## config.mk

```make
export PLATFORM = sky130hd
export DESIGN_NAME = usb_token_tx
export DESIGN_NICKNAME = d
export VERILOG_FILES = /design/src/rtl/usb_pkg.sv /design/src/rtl/crc5_serial.sv /design/src/rtl/usb_token_tx.sv
export SDC_FILE = /design/constraint.sdc
export NUM_CORES = 1
export LEC_CHECK = 0
export BUFFER_PORTS_ARGS = -buffer_cell sky130_fd_sc_hd__buf_4
export CAP_MARGIN = 20
export CORE_MARGIN = 1.5
export CORE_UTILIZATION = 56
export CTS_BUF_LIST = sky130_fd_sc_hd__clkbuf_4
export DETAILED_ROUTE_END_ITERATION = 6
export PLACE_DENSITY_LB_ADDON = 0.25
export SYNTH_ARGS = -nofsm -noshare
export SYNTH_HDL_FRONTEND = slang
export SYNTH_SLANG_ARGS = --single-unit
```

## constraint.sdc

```tcl
create_clock -name clk -period 2.82 [get_ports clk]
set_clock_uncertainty 0.1 [all_clocks]
set_input_delay 0.282 -clock clk [delete_from_list [all_inputs] [get_ports clk]]
set_output_delay 0.282 -clock clk [all_outputs]
set_load 0.005 [all_outputs]
```

## src/rtl/usb_pkg.sv

```systemverilog
// rtl/usb_pkg.sv - shared types, CRC5 constants and helpers for the USB token transmitter
package usb_pkg;

    typedef enum logic [3:0] {
        PID_OUT   = 4'h1,
        PID_SOF   = 4'h5,
        PID_IN    = 4'h9,
        PID_SETUP = 4'hD
    } pid_t;

    localparam logic [4:0] CRC5_POLY = 5'b00101;
    localparam logic [4:0] CRC5_INIT = 5'b11111;

    typedef enum logic [2:0] {
        ST_IDLE,
        ST_CALC,
        ST_SEND_PID,
        ST_SEND_B1,
        ST_SEND_B2
    } tok_state_t;

    function automatic logic is_token_pid(input logic [3:0] pid);
        return (pid == PID_OUT) || (pid == PID_IN) || (pid == PID_SOF) || (pid == PID_SETUP);
    endfunction

    // Wire order is LSB first, so the register is bit-reversed and inverted.
    function automatic logic [4:0] crc5_field(input logic [4:0] crc);
        return ~{crc[0], crc[1], crc[2], crc[3], crc[4]};
    endfunction

endpackage

```

## src/rtl/crc5_serial.sv

```systemverilog
// rtl/crc5_serial.sv - bit-serial CRC5 LFSR
// Ports: clk, n_rst (sync active-high), clr (reload seed), en (shift one bit),
//        din (payload bit), crc[4:0] (current register value)
module crc5_serial #(
    parameter logic [4:0] POLY = 5'b00101,
    parameter logic [4:0] INIT = 5'b11111
) (
    input  logic       clk,
    input  logic       n_rst,
    input  logic       clr,
    input  logic       en,
    input  logic       din,
    output logic [4:0] crc
);

    logic [4:0] r_crc;
    logic       w_fb;

    assign w_fb = r_crc[4] ^ din;
    assign crc  = r_crc;

    always_ff @(posedge clk) begin
        if (n_rst) begin
            r_crc <= INIT;
        end else if (clr) begin
            r_crc <= INIT;
        end else if (en) begin
            r_crc <= {r_crc[3:0], 1'b0} ^ (w_fb ? POLY : 5'b00000);
        end
    end

endmodule

```

## src/rtl/usb_token_tx.sv

```systemverilog
// rtl/usb_token_tx.sv - builds 3-byte USB token packets with serial CRC5
// Ports: clk, n_rst (sync active-high); token request tok_valid/tok_ready/
//        tok_pid/tok_addr/tok_endp; byte stream tx_data/tx_valid/tx_ready/
//        tx_last; pid_err one-cycle pulse on an illegal PID.
module usb_token_tx #(
    parameter logic [4:0] CRC5_POLY = 5'b00101,
    parameter logic [4:0] CRC5_INIT = 5'b11111
) (
    input  logic       clk,
    input  logic       n_rst,
    input  logic       tok_valid,
    output logic       tok_ready,
    input  logic [3:0] tok_pid,
    input  logic [6:0] tok_addr,
    input  logic [3:0] tok_endp,
    output logic [7:0] tx_data,
    output logic       tx_valid,
    input  logic       tx_ready,
    output logic       tx_last,
    output logic       pid_err
);
    import usb_pkg::*;

    tok_state_t  r_state;
    logic [3:0]  r_cnt;
    logic [3:0]  r_pid;
    logic [6:0]  r_addr;
    logic [3:0]  r_endp;
    logic        r_tok_ready;
    logic [7:0]  r_tx_data;
    logic        r_tx_valid;
    logic        r_tx_last;
    logic        r_pid_err;

    logic        w_accept;
    logic [10:0] w_payload;
    logic [4:0]  w_crc;

    assign w_accept  = (r_state == ST_IDLE) && tok_valid && r_tok_ready && is_token_pid(tok_pid);
    assign w_payload = {r_endp, r_addr};

    // Seeded on the accept edge; shifts once per CALC cycle, addr[0] first.
    crc5_serial #(
        .POLY (CRC5_POLY),
        .INIT (CRC5_INIT)
    ) u_crc (
        .clk   (clk),
        .n_rst (n_rst),
        .clr   (w_accept),
        .en    (r_state == ST_CALC),
        .din   (w_payload[r_cnt]),
        .crc   (w_crc)
    );

    always_ff @(posedge clk) begin
        if (n_rst) begin
            r_state     <= ST_IDLE;
            r_cnt       <= 4'd0;
            r_pid       <= 4'd0;
            r_addr      <= 7'd0;
            r_endp      <= 4'd0;
            r_tok_ready <= 1'b0;
            r_tx_data   <= 8'd0;
            r_tx_valid  <= 1'b0;
            r_tx_last   <= 1'b0;
            r_pid_err   <= 1'b0;
        end else begin
            r_pid_err <= 1'b0;
            case (r_state)
                ST_IDLE: begin
                    r_tok_ready <= 1'b1;
                    if (tok_valid && r_tok_ready) begin
                        if (is_token_pid(tok_pid)) begin
                            r_pid       <= tok_pid;
                            r_addr      <= tok_addr;
                            r_endp      <= tok_endp;
                            r_cnt       <= 4'd0;
                            r_tok_ready <= 1'b0;
                            r_state     <= ST_CALC;
                        end else begin
                            r_pid_err <= 1'b1;
                        end
                    end
                end
                ST_CALC: begin
                    r_cnt <= r_cnt + 4'd1;
                    if (r_cnt == 4'd10) begin
                        r_tx_data  <= {~r_pid, r_pid};
                        r_tx_valid <= 1'b1;
                        r_state    <= ST_SEND_PID;
                    end
                end
                ST_SEND_PID: begin
                    if (tx_ready) begin
                        r_tx_data <= {r_endp[0], r_addr};
                        r_state   <= ST_SEND_B1;
                    end
                end
                ST_SEND_B1: begin
                    // CRC has been final since the last CALC edge.
                    if (tx_ready) begin
                        r_tx_data <= {crc5_field(w_crc), r_endp[3:1]};
                        r_tx_last <= 1'b1;
                        r_state   <= ST_SEND_B2;
                    end
                end
                ST_SEND_B2: begin
                    if (tx_ready) begin
                        r_tx_data   <= 8'd0;
                        r_tx_valid  <= 1'b0;
                        r_tx_last   <= 1'b0;
                        r_tok_ready <= 1'b1;
                        r_state     <= ST_IDLE;
                    end
                end
                default: begin
                    r_state <= ST_IDLE;
                end
            endcase
        end
    end

    assign tok_ready = r_tok_ready;
    assign tx_data   = r_tx_data;
    assign tx_valid  = r_tx_valid;
    assign tx_last   = r_tx_last;
    assign pid_err   = r_pid_err;

endmodule

```

==> out/metrics.yaml <==
clocking:
  clockBufferDepth: 2
  ctsHoldBuffers: 0
  post_cts_resized: 0
  numCtsBuffers: 5
  clkLatencyLatePin_ns: 0.34
  htreeDepth: 2
  clkTransAtPathRegs_ns: 0.11
  post_cts_buffers: 0
  cts-root-buf: "clkbuf_4"
  cts_tree: "yes"
  clock_sinks: 39
global_route:
  grt_usage_pct: 24.1
  grt_overflow_total: 0
  met1_usage_pct: 34.9
  grt_max_degree: 34
  grt-busiest-layer: "met2"
  grt_use_met3_pct: 5.59
  grt_pass1_vias: 1440
  grt_pass1_wl_um: 6710
  grt_use_met2_pct: 36.5
  antenna_found_initial: 0
synth:
  ys_warn_count: 0
  synth-seq-area-share_pct: 40.4
  ys_top_cells_by_area: "dfxtp_1 (40%), mux2i_1 (14%), nor2_1 (8.3%)"
  synth_edf_count: 0
  avgSynthCellArea_um2: 8.96
  synth-seq-cells: 39
  syn_inst: 216
  syn-cell-area_um2: 1930
  ys.flop_type: "dfxtp_1"
  synth_common_cells: "nor2_1 (43), dfxtp_1 (39), mux2i_1 (28)"
  synth.distinct_cells: 45
  synth_nets: 237
  async_flop_share_pct: 0
  synth_top_area_share_pct: 40.4
  yosys.area.top_type: "dfxtp_1"
  synth.most_common_cell: "nor2_1"
die:
  row_count: 21
  die-width_um: 61.8
  core_um2: 3340
  fp.dieH_um: 61.8
  io_pins: 31
  die_area_um2: 3820
  start_util_pct: 58.0
final_layout:
  final_cells: 288
  layout.nets: 262
  area_delta_synth_final_pct: 15.5
  diodes: 0
  layout-drive-gt1-share_pct: 19.4
  fillers: 297
setup_path:
  crit_path_max_fanout: 9
  end_kind: "flip-flop"
  path_delay_family: "flip-flops"
  path_cells: "ha_1 -> and4bb_1 -> a21boi_1 -> o21ai_4 -> mux2i_1 -> nor2_1"
  cp.arrival_ns: 2.20
  required_ns: 2.95
  critical_path_class: "flip-flop to flip-flop"
  cp_num_buf_inv: 0
  slowest_stage: "dfxtp_1"
  max_stage_delay_ns: 0.57
  worst_setup_path_start_kind: "flip-flop"
power:
  leakagePower_nw: 0.867
  powerDensity_nw_per_um2: 451
  power_w: 0.00101
  ir_drop_mv: 0.289
placed_design:
  gp_congestion: 0.875
  placed_cells: 280
  post-dp-hpwl_um: 3020
  place_ws_ns: 0.766
  io_buffers: 30
detailed_routing:
  drc: 0
  drtIter0Drc: 87
  vias: 1638
  via_per_inst: 5.69
  detail-route-antenna-nets: 0
  wl_um: 4100
  wl_per_cell_um: 14.2
  drtPass1Iterations: 4
sta:
  setup_slack_ns: 0.748
  max_freq_mhz: 483
  setup_violations: 0
  rsz0062_at_grt: "no"
  slew_violations: 0
  hold_ws_ns: 0.0700
  fin_crit_sh_pct: 73.5
  min_period_ns: 2.07
  hold_viol_final: 0
  tightestPinTransition_ns: 0.602
  maxSlewHeadroom_pct: 59.8
  fin_tns_setup_ns: 0
hold_path:
  worstHoldPathType: "input port to flip-flop"
job:
  drv_cap: 0
outcome:
  status: "complete, no violations"
state kept, by name, summed over array words and instances (netlist names):
signal     flops
tx_data        8
r_addr         7
u_crc.crc      5
r_cnt          4
r_endp         4
r_pid          4
r_state        3
pid_err        1
tok_ready      1
tx_last        1
tx_valid       1
logic make-up (layout without fill, tap and decap cells):
group                      count (synthesis)  in the layout  synth area share (%)
xor gates and xnor gates                   4              4                  1.81
muxes                                     31             31                  17.4
DFF                                       39             39                  40.4
AOI/OAI and AO/OA                         36             36                  13.8
adders and majority gates                  2              2                  1.29
buffers and inverters                     18             44                  4.46
and+or+nand+nor                           86             86                  20.8
metal layers:
metal	part of all wire, %	up-vias
met4	1.2	0
met3	3.6	7
met2	46	31
met1	49	787
li1	-	813
met5	0	-
per-stage QoR:
step                utilization (%)  cell area (um^2)
finish                         66.9              2230
global route                   66.9              2230
CTS                            66.9              2230
detailed placement             64.6              2160
global placement               64.6              2160
floorplan                         -              1930
layout by cell type, fill, tap and decap left out, types with 2 or more instances in the layout:
cell | Yosys | layout
a21oi_1 | 5 | 5
a221oi_1 | 4 | 4
a222oi_1 | 3 | 3
and2_1 | 2 | 2
buf_4 | 0 | 31
clkbuf_4 | 0 | 5
dfxtp_1 | 39 | 39
ha_1 | 2 | 2
inv_1 | 3 | 3
inv_2 | 2 | 2
mux2i_1 | 28 | 28
mux4_2 | 2 | 2
nand2_1 | 17 | 17
nand2b_1 | 6 | 6
nand3_1 | 6 | 6
nor2_1 | 43 | 43
nor2b_1 | 2 | 2
nor3_1 | 2 | 2
o21ai_0 | 9 | 9
o32a_1 | 2 | 2
or2_1 | 2 | 2
xnor2_1 | 2 | 2
xor2_1 | 2 | 2
worst reg2reg max path: stages, from the launching register on:
cell and delay [ns]:
dfxtp_1 0.57, ha_1 0.26, and4bb_1 0.26, a21boi_1 0.12, o21ai_4 0.36, mux2i_1 0.24, nor2_1 0.06
worst paths after layout:
kind | depth (start not counted) | startpoint | slack, ns | to
setup / recovery | 6 | r_cnt[1] | 0.75 | tx_data[3]
hold / removal | 3 | tok_endp[3] | 0.07 | r_endp[3]
setup reg to reg | 6 | r_cnt[1] | 0.75 | tx_data[3]
hold reg to reg | 2 | tx_last | 0.40 | tx_last
where the power goes:
part	switching [W]	leakage [nW]	internal, W
registers	0.0000112	0.316	0.000560
clock network	0.000177	0.0426	0.000182
logic	0.0000392	0.509	0.0000380
cell type report:
type	count	area, um^2	area share (%)
sequential	39	781	35.0
clock buffer	5	37.5	1.68
multi-input combinational	159	1070	47.8
timing repair buffer	31	233	10.4
clock inverter	3	38.8	1.74
inverter	5	18.8	0.840
tap	46	57.6	2.58
Note: power is estimated with default switching activity, not from simulation.
